## src/rtl/mem_pkg.sv

```systemverilog
// Shared types and default sizes for the memory request front-end, the memory block and the bench.
package mem_pkg;
    localparam int DEF_ADDR_W    = 16;
    localparam int DEF_DATA_W    = 32;
    localparam int DEF_MEM_DEPTH = 2048;
    localparam int DEF_CNT_W     = 16;

    typedef enum logic [2:0] {
        IDLE,
        WR,
        RD_ADDR,
        RD_DATA,
        RESP
    } mem_ctrl_state_e;
endpackage

```

## src/rtl/mem_sat_cnt.sv

```systemverilog
// Saturating up-counter: holds at all-ones instead of wrapping.
module mem_sat_cnt #(
    parameter int W = 16
) (
    input  logic         clk,
    input  logic         rst_n,
    input  logic         inc,
    output logic [W-1:0] count
);
    always_ff @(posedge clk or negedge rst_n) begin
        if (!rst_n) begin
            count <= '0;
        end else if (inc && (count != '1)) begin
            count <= count + W'(1);
        end
    end
endmodule

```

## src/rtl/mem_req_ctrl.sv

```systemverilog
// Request front-end for the single-port memory: sequences the memory pins per request,
// captures registered read data and returns one response per accepted request.
module mem_req_ctrl
    import mem_pkg::*;
#(
    parameter int ADDR_W    = DEF_ADDR_W,
    parameter int DATA_W    = DEF_DATA_W,
    parameter int MEM_DEPTH = DEF_MEM_DEPTH,
    parameter int CNT_W     = DEF_CNT_W
) (
    input  logic              clk,
    input  logic              rst_n,
    input  logic              req_valid,
    output logic              req_ready,
    input  logic              req_wr,
    input  logic [ADDR_W-1:0] req_addr,
    input  logic [DATA_W-1:0] req_wdata,
    output logic              rsp_valid,
    input  logic              rsp_ready,
    output logic              rsp_wr,
    output logic              rsp_err,
    output logic [DATA_W-1:0] rsp_rdata,
    output logic              mem_enb,
    output logic              mem_rd_wr,
    output logic [ADDR_W-1:0] mem_addr,
    output logic [DATA_W-1:0] mem_data_in,
    input  logic [DATA_W-1:0] mem_data_out,
    output logic [CNT_W-1:0]  wr_cnt,
    output logic [CNT_W-1:0]  rd_cnt,
    output logic [CNT_W-1:0]  err_cnt,
    output mem_ctrl_state_e   dbg_state
);
    // Valid/ready: a transfer happens on a rising edge where both are high; valid
    // and its payload hold until that edge, and ready never depends on valid.

    // One extra bit so MEM_DEPTH == 2**ADDR_W never flags an address.
    localparam logic [ADDR_W:0] DEPTH_L = (ADDR_W+1)'(MEM_DEPTH);

    mem_ctrl_state_e state;
    logic            addr_err;
    logic            wr_inc;
    logic            rd_inc;
    logic            err_inc;

    assign addr_err  = {1'b0, req_addr} >= DEPTH_L;
    assign wr_inc    = (state == WR);
    assign rd_inc    = (state == RD_DATA);
    assign err_inc   = (state == RESP) && rsp_ready && rsp_err;
    assign dbg_state = state;

    always_ff @(posedge clk or negedge rst_n) begin
        if (!rst_n) begin
            state       <= IDLE;
            req_ready   <= 1'b1;
            rsp_valid   <= 1'b0;
            rsp_wr      <= 1'b0;
            rsp_err     <= 1'b0;
            rsp_rdata   <= '0;
            mem_enb     <= 1'b0;
            mem_rd_wr   <= 1'b1;
            mem_addr    <= '0;
            mem_data_in <= '0;
        end else begin
            case (state)
                IDLE: begin
                    if (req_valid) begin
                        req_ready   <= 1'b0;
                        mem_addr    <= req_addr;
                        mem_data_in <= req_wdata;
                        rsp_wr      <= req_wr;
                        if (addr_err) begin
                            state     <= RESP;
                            rsp_valid <= 1'b1;
                            rsp_err   <= 1'b1;
                            rsp_rdata <= '0;
                        end else if (req_wr) begin
                            state     <= WR;
                            mem_enb   <= 1'b1;
                            mem_rd_wr <= 1'b0;
                        end else begin
                            state     <= RD_ADDR;
                            mem_enb   <= 1'b1;
                            mem_rd_wr <= 1'b1;
                        end
                    end
                end
                WR: begin
                    state     <= RESP;
                    mem_enb   <= 1'b0;
                    mem_rd_wr <= 1'b1;
                    rsp_valid <= 1'b1;
                    rsp_wr    <= 1'b1;
                    rsp_err   <= 1'b0;
                    rsp_rdata <= '0;
                end
                RD_ADDR: begin
                    state <= RD_DATA;
                end
                RD_DATA: begin
                    // Memory output is only driven while enb & rd_wr stay high this cycle.
                    state     <= RESP;
                    mem_enb   <= 1'b0;
                    mem_rd_wr <= 1'b1;
                    rsp_valid <= 1'b1;
                    rsp_wr    <= 1'b0;
                    rsp_err   <= 1'b0;
                    rsp_rdata <= mem_data_out;
                end
                RESP: begin
                    if (rsp_ready) begin
                        state     <= IDLE;
                        rsp_valid <= 1'b0;
                        req_ready <= 1'b1;
                    end
                end
                default: begin
                    state     <= IDLE;
                    req_ready <= 1'b1;
                    rsp_valid <= 1'b0;
                    mem_enb   <= 1'b0;
                    mem_rd_wr <= 1'b1;
                end
            endcase
        end
    end

    mem_sat_cnt #(.W(CNT_W)) u_wr_cnt (.clk(clk), .rst_n(rst_n), .inc(wr_inc),  .count(wr_cnt));
    mem_sat_cnt #(.W(CNT_W)) u_rd_cnt (.clk(clk), .rst_n(rst_n), .inc(rd_inc),  .count(rd_cnt));
    mem_sat_cnt #(.W(CNT_W)) u_er_cnt (.clk(clk), .rst_n(rst_n), .inc(err_inc), .count(err_cnt));
endmodule

```

## config.mk

```make
export PLATFORM = sky130hd
export DESIGN_NAME = mem_req_ctrl
export DESIGN_NICKNAME = d
export VERILOG_FILES = /design/src/rtl/mem_pkg.sv /design/src/rtl/mem_sat_cnt.sv /design/src/rtl/mem_req_ctrl.sv
export SDC_FILE = /design/constraint.sdc
export NUM_CORES = 1
export LEC_CHECK = 0
export BUFFER_PORTS_ARGS = -buffer_cell sky130_fd_sc_hd__buf_4
export CORE_MARGIN = 2
export CORE_UTILIZATION = 49
export CTS_CLUSTER_DIAMETER = 30
export DETAILED_ROUTE_END_ITERATION = 16
export HOLD_SLACK_MARGIN = 0.1
export PLACE_DENSITY = 0.84
export SLEW_MARGIN = 20
export SYNTH_ARGS = -nofsm -noshare
export SYNTH_HDL_FRONTEND = slang
export SYNTH_SLANG_ARGS = --single-unit
```

## constraint.sdc

```tcl
create_clock -name clk -period 2.5 [get_ports clk]
set_input_delay 0.5 -clock clk [delete_from_list [all_inputs] [get_ports clk]]
set_output_delay 0.5 -clock clk [all_outputs]
set_load 0.02 [all_outputs]
```

==> impl_metrics.env, run 1 <==
export IMPL_post_synth_cell_area_avg_um2=12.8
export IMPL_layout_drive_gt1_share_pct=46.7
export IMPL_timing_fmax_mhz=499
export IMPL_synth_distinct_cells=51
export IMPL_cp_max_fanout=5
export IMPL_p_sw_share_pct=28.3
export IMPL_placed_area_um2=7670
export IMPL_deepest_level_of_the_cts_h_tree=4
export IMPL_die_area_um2=12700
export IMPL_seq_area_frac_synth_pct=59.4
export IMPL_power_ir_vdd_worst_v=0.000572
export IMPL_number_of_vias_in_the_routed_layout=4674
export IMPL_crit_path_start_kind="flip-flop"
export IMPL_min_period_over_period_pct=80.1
export IMPL_synth_top_cells_by_area="dfrtp_1 (59%), mux2_2 (11%), a22o_1 (4.9%)"
export IMPL_yosys_register_bits=137
export IMPL_cp_slowest_cell="or4_1"
export IMPL_timing_worst_slew_pin_value_ps=591
export IMPL_clk_pin_slew_worst_paths_ps=60
export IMPL_grt_pass1_wl_um=24600
export IMPL_cts_max_path_buffers=2
export IMPL_detailed_place_hpwl_um=11100
export IMPL_total_number_of_yosys_warnings=0
export IMPL_drv_cap=0
export IMPL_post_route_drc_count=0
export IMPL_timing_critical_path_arrival_ps=2300
export IMPL_detail_route_iter0_violations=229
export IMPL_layout_nets=775
export IMPL_cts_tree="done"
export IMPL_fillerInstances=776
export IMPL_worst_setup_path_type="flip-flop to flip-flop"
export IMPL_shortest_period_the_worst_path_allows_ps=2000
export IMPL_synth_net_count=540
export IMPL_power_internal_mw=4.80
export IMPL_critical_path_cell_chain="ha_1 -> nand3_1 -> or4_1 -> o21ai_1 -> mux2_2"
export IMPL_route_final_wire_length_um=15000
export IMPL_critical_path_max_stage_delay_ps=510
export IMPL_leakage_nw=3.99
export IMPL_final_design_area_no_fill_um2=8260
export IMPL_hp_class="input port to flip-flop"
export IMPL_pin_count_of_the_biggest_net_entering_global_routing=65
export IMPL_synth_edff_count=0
export IMPL_antenna_left=0
export IMPL_fraction_of_synthesis_flops_using_an_asynchronous_set_or_reset_pin_pct=100
export IMPL_share_comb_of_total_power_pct=22.9
export IMPL_worstSkewPairLatency_ps=420
export IMPL_seq_power_share_pct=40.7
export IMPL_resized_after_cts=0
export IMPL_initial_antenna_violation_count=0
export IMPL_setup_viol_count_final=0
export IMPL_antenna_diode_count=0
export IMPL_floorplan_rows=39
export IMPL_synthFlopType="dfrtp_1"
export IMPL_hold_slack_ps=305
export IMPL_total_power_mw=6.70
export IMPL_final_cell_mix="buf_4 (228), dfrtp_1 (135), mux2_2 (57)"
export IMPL_clock_skew_ps=6.38
export IMPL_drtPass1Iterations=5
export IMPL_grt_pass1_vias=4838
export IMPL_critPathRequiredTime_ps=2800
export IMPL_syn_to_final_growth_pct=43.0
export IMPL_setup_total_negative_slack_ps=0
export IMPL_timing_critical_path_to_type="flip-flop"
export IMPL_track_usage_pct=24.8
export IMPL_post_synth_top_area_cell="dfrtp_1"
export IMPL_cts_buffers=17
export IMPL_finalWorstSetupSlack_ps=497
export IMPL_synth_cell_area_um2=5770
export IMPL_yosys_area_top_type_share_pct=58.5
export IMPL_net_switching_power_mw=1.90
export IMPL_clock_root_cell="clkbuf_16"
export IMPL_chipWidth_um=113
export IMPL_gate_count_after_technology_mapping=452
export IMPL_io_pins=222
export IMPL_status="complete, no violations"
export IMPL_power_per_cell_area_nw_per_um2=812
export IMPL_timing_max_transition_violations_final=0
export IMPL_dp_slack_ps=387
export IMPL_clock_sinks=137
export IMPL_relSlewSlack_pct=60.6
export IMPL_die_height_um=113
export IMPL_numPortBuffers=221
export IMPL_grt_overflow_total=0
export IMPL_critical_path_top_delay_family="simple AND/OR/NAND/NOR gates"
export IMPL_viasPerCell=5.56
export IMPL_worst_path_buf_inv=0
export IMPL_avgRoutedWirePerCell_um=17.9
export IMPL_floorplan_initialDensity_pct=50.4
export IMPL_p_clk_share_pct=36.4
export IMPL_replace_congestion=0.875
export IMPL_placeableCoreArea_um2=11500
export IMPL_mostFrequentLayoutCell="buf_4"
export IMPL_rsz0062_at_grt="no"
export IMPL_hold_viol=0
cell type report:
class / count / area (um2) / share of cell area (%)
clock inverter: 9 / 97.6 / 1.18
multi-input combinational: 290 / 2250 / 27.2
timing repair buffer: 233 / 1790 / 21.7
sequential: 137 / 3430 / 41.5
clock buffer: 21 / 480 / 5.82
inverter: 8 / 30.0 / 0.364
tap: 143 / 179 / 2.17
power groups by stage:
stage               Combinational (mW)  Sequential, mW  Clock [mW]
floorplan                        0.413            3.10           0
global placement                  1.51            2.74           0
detailed placement                1.56            2.76           0
CTS                               1.56            2.73        2.49
global route                      1.64            2.77        2.58
finish                            1.54            2.73        2.44
layer usage:
metal | up-vias | global-route usage (%) | wire length (um)
met5 | - | 0 | 0
met4 | 0 | 9.02 | 326
met3 | 26 | 8.26 | 1140
met2 | 193 | 41.6 | 7880
met1 | 2304 | 30.0 | 5700
li1 | 2151 | - | -
through the flow:
step / cells / util, %
after detailed placement: 810 / 66.9
after CTS: 841 / 72.0
final: 841 / 72.0
after global placement: 810 / 66.9
after floorplan: 452 / -
after global routing: 841 / 72.0
kinds of logic (layout without fill, tap and decap cells):
logic type | count (synthesis) | count (layout) | share of synthesized area, %
flops | 137 | 137 | 59.4
mux | 58 | 58 | 11.3
buf+inv | 25 | 271 | 1.76
simple gates | 116 | 116 | 11.9
fa+ha+maj | 3 | 3 | 0.650
xor+xnor | 33 | 33 | 5.01
compound gates | 80 | 80 | 9.95
path summary, 6_finish.rpt:
check	from	endpoint	slack, ps	cells past startpoint
max	u_wr_cnt.count[0]$_DFFE_PN0P_	u_wr_cnt.count[1]$_DFFE_PN0P_	500	5
min in group asynchronous	rst_n	u_rd_cnt.count[7]$_DFFE_PN0P_	640	2
min reg2reg	rsp_wr$_DFFE_PN0P_	rsp_wr$_DFFE_PN0P_	490	2
max reg2reg	u_wr_cnt.count[0]$_DFFE_PN0P_	u_wr_cnt.count[1]$_DFFE_PN0P_	500	5
max in group asynchronous	rst_n	req_ready$_DFFE_PN1P_	1130	3
min	mem_data_out[18]	rsp_rdata[18]$_DFFE_PN0P_	310	2
flip-flops by register name, summed over array words and instances (netlist names), 3 cells and up:
register,count
u_rd_cnt.count,16
u_wr_cnt.count,16
u_er_cnt.count,16
rsp_rdata,32
dbg_state,3
mem_addr,16
mem_data_in,32
cell usage after synthesis (all sizes together) (3+ instances only):
library cell / instances
clkbuf: 11
buf: 6
nand2: 15
a31oi: 3
o31ai: 4
xnor2: 24
inv: 8
nand4: 15
nor2: 11
dfrtp: 135
and4: 11
nor2b: 3
nor4: 3
o211ai: 4
o21ai: 17
nor3b: 3
a21oi: 10
xor2: 9
and3: 7
or4: 5
nand3: 18
a22o: 32
nor3: 11
ha: 3
mux2: 57
nand2b: 4
repair_timing:
| item | 4_1_cts | 5_1_grt |
|---|---|---|
| endpoints found under the hold margin | 42 | 0 |
| hold buffers | 1 | 0 |
| buffers inserted | 0 | 0 |
Power figures use the tool's default switching activity.
==> inputs of run 2 (changes only) <==
==> constraint.sdc (replaced) <==
create_clock -name clk -period 2 [get_ports clk]
set_input_delay 0.4 -clock clk [delete_from_list [all_inputs] [get_ports clk]]
set_output_delay 0.4 -clock clk [all_outputs]
set_load 0.02 [all_outputs]
==> run 2 against run 1 <==
  * Critical path depth fell by 1
  * Critical endpoint is now u_wr_cnt.count[15]$_DFFE_PN0P_
  * Setup slack lost 410 ps
  * Combinational power increased by 24%
  * Flip-flop and latch count unchanged
  * Largest cell class unchanged
  * Highest routed layer unchanged
==> impl_metrics.env, run 2 (synthesis gave the netlist of run 1 again) <==
export IMPL_route_final_wire_length_um=15300
export IMPL_cts_buffers=17
export IMPL_critPathRequiredTime_ps=2300
export IMPL_cts_tree="done"
export IMPL_replace_congestion=0.937
export IMPL_worst_setup_path_type="flip-flop to flip-flop"
export IMPL_power_ir_vdd_worst_v=0.00101
export IMPL_terminus_of_the_critical_flop_to_flop_path="u_wr_cnt.count[15]$_DFFE_PN0P_"
export IMPL_clk_pin_slew_worst_paths_ps=60
export IMPL_hold_viol=0
export IMPL_hold_slack_ps=205
export IMPL_share_comb_of_total_power_pct=22.6
export IMPL_p_sw_share_pct=28.5
export IMPL_total_power_mw=8.46
export IMPL_seq_power_share_pct=40.5
export IMPL_layout_drive_gt1_share_pct=48.0
export IMPL_number_of_vias_in_the_routed_layout=4729
export IMPL_post_cts_repair_setup_buffers=0
export IMPL_worstSetupEndpoint="u_wr_cnt.count[15]$_DFFE_PN0P_"
export IMPL_numPortBuffers=221
export IMPL_pin_count_of_the_biggest_net_entering_global_routing=57
export IMPL_timing_fmax_mhz=522
export IMPL_viasPerCell=5.54
export IMPL_worstSkewPairLatency_ps=420
export IMPL_clock_skew_ps=6.78
export IMPL_syn_to_final_growth_pct=45.0
export IMPL_net_switching_power_mw=2.42
export IMPL_setup_total_negative_slack_ps=0
export IMPL_final_design_area_no_fill_um2=8370
export IMPL_final_util_pct=73.0
export IMPL_relSlewSlack_pct=64.4
export IMPL_finalWorstSetupSlack_ps=85.5
export IMPL_grt_pass1_vias=4907
export IMPL_placeableCoreArea_um2=11500
export IMPL_die_area_um2=12700
export IMPL_placed_area_um2=7760
export IMPL_status="complete, no violations"
export IMPL_fillerInstances=791
export IMPL_p_clk_share_pct=37.0
export IMPL_timing_critical_path_arrival_ps=2210
export IMPL_floorplan_initialDensity_pct=50.4
export IMPL_avgRoutedWirePerCell_um=17.9
export IMPL_drtPass1Iterations=4
export IMPL_crit_path_start_kind="flip-flop"
export IMPL_power_internal_mw=6.05
export IMPL_reg2reg_slack_ps=90
export IMPL_placed_cells=820
export IMPL_rsz0062_at_grt="no"
export IMPL_power_per_cell_area_nw_per_um2=1010
export IMPL_mostFrequentLayoutCell="buf_4"
export IMPL_grt_overflow_total=0
export IMPL_timing_max_transition_violations_final=0
export IMPL_io_pins=222
export IMPL_worst_r2r_cell_count=4
export IMPL_worstReg2RegStart="dbg_state[2]$_DFFE_PN0P_"
export IMPL_setup_worst_path_start="dbg_state[2]$_DFFE_PN0P_"
export IMPL_leakage_nw=4.04
export IMPL_shortest_period_the_worst_path_allows_ps=1910
export IMPL_drv_cap=0
export IMPL_antenna_left=0
export IMPL_min_period_over_period_pct=95.7
export IMPL_final_cell_mix="buf_4 (237), dfrtp_1 (133), mux2_2 (57)"
export IMPL_clock_sinks=137
export IMPL_die_height_um=113
export IMPL_reg_top3="mem_data_in (32), rsp_rdata (32)"
export IMPL_detailed_place_hpwl_um=11000
export IMPL_track_usage_pct=25.2
export IMPL_timing_worst_slew_pin_value_ps=520
export IMPL_antenna_diode_count=0
export IMPL_timing_critical_path_to_type="flip-flop"
export IMPL_detail_route_iter0_violations=378
export IMPL_post_route_drc_count=0
export IMPL_grt_pass1_wl_um=25000
export IMPL_cp_max_fanout=5
export IMPL_finalNonFillerCells=853
export IMPL_layout_nets=785
export IMPL_cts_max_path_buffers=2
export IMPL_chipWidth_um=113
export IMPL_hp_class="input port to flip-flop"
export IMPL_deepest_level_of_the_cts_h_tree=4
export IMPL_floorplan_rows=39
export IMPL_initial_antenna_violation_count=0
export IMPL_clock_root_cell="clkbuf_16"
export IMPL_dp_slack_ps=-10.1
export IMPL_setup_viol_count_final=0
run 2: cell count changes in the layout (fill, tap and decap cells not counted), moves of 2 or more:
cell / before / now
buf_4: 228 / 237
dfrtp_1: 135 / 133
clkinvlp_4: 1 / 5
clkbuf_8: 4 / 1
dfrtp_2: 0 / 2
run 2: how the worst min path moves through the flow:
| stage | from | to | slack (ps) | cells past startpoint |
|---|---|---|---|---|
| 2_1_floorplan | rst_n | dbg_state[0]$_DFFE_PN0P_ | 100 | 0 |
| 3_3_place_gp | rst_n | mem_data_in[5]$_DFFE_PN0P_ | 280 | 1 |
| 3_5_place_dp | rst_n | mem_data_in[5]$_DFFE_PN0P_ | 280 | 1 |
| 4_1_cts | mem_data_out[11] | rsp_rdata[11]$_DFFE_PN0P_ | 180 | 2 |
| 5_1_grt | mem_data_out[14] | rsp_rdata[14]$_DFFE_PN0P_ | 190 | 2 |
| 6_report | mem_data_out[27] | rsp_rdata[27]$_DFFE_PN0P_ | 200 | 2 |
run 2: final cells by class:
type | instances | area [um2] | share of cell area [%]
tap | 143 | 179 | 2.14
clock buffer | 19 | 443 | 5.29
clock inverter | 13 | 153 | 1.82
sequential | 137 | 3430 | 41.0
inverter | 8 | 30.0 | 0.359
multi-input combinational | 290 | 2250 | 26.9
timing repair buffer | 243 | 1880 | 22.5
run 2: per-layer routing:
layer | GRT usage [%] | routed length (um) | vias to the layer above
li1 | - | - | 2173
met5 | 0 | 0 | -
met4 | 10.7 | 325 | 0
met1 | 30.9 | 6000 | 2325
met3 | 8.32 | 1150 | 27
met2 | 41.1 | 7830 | 204
run 2: power by group through the flow:
| stage | Combinational [mW] | Sequential (mW) | Clock, mW |
|---|---|---|---|
| 2_1_floorplan | 0.517 | 3.87 | 0 |
| 3_3_place_gp | 1.87 | 3.44 | 0 |
| 3_5_place_dp | 1.91 | 3.46 | 0 |
| 4_1_cts | 1.93 | 3.43 | 3.20 |
| 5_1_grt | 2.04 | 3.48 | 3.32 |
| 6_report | 1.91 | 3.43 | 3.13 |
run 2: worst max-delay path, stage by stage (launching register included):
cell	delay [ps]
dfrtp_2	390
or3b_4	420
or4_4	460
nor3_2	170
mux2_2	340
run 2: what timing repair did:
item | CTS | global route
endpoints found under the setup margin | 0 | 1
hold endpoints to repair | 25 | 0
resized for setup | 0 | 1
hold buffers | 1 | 0
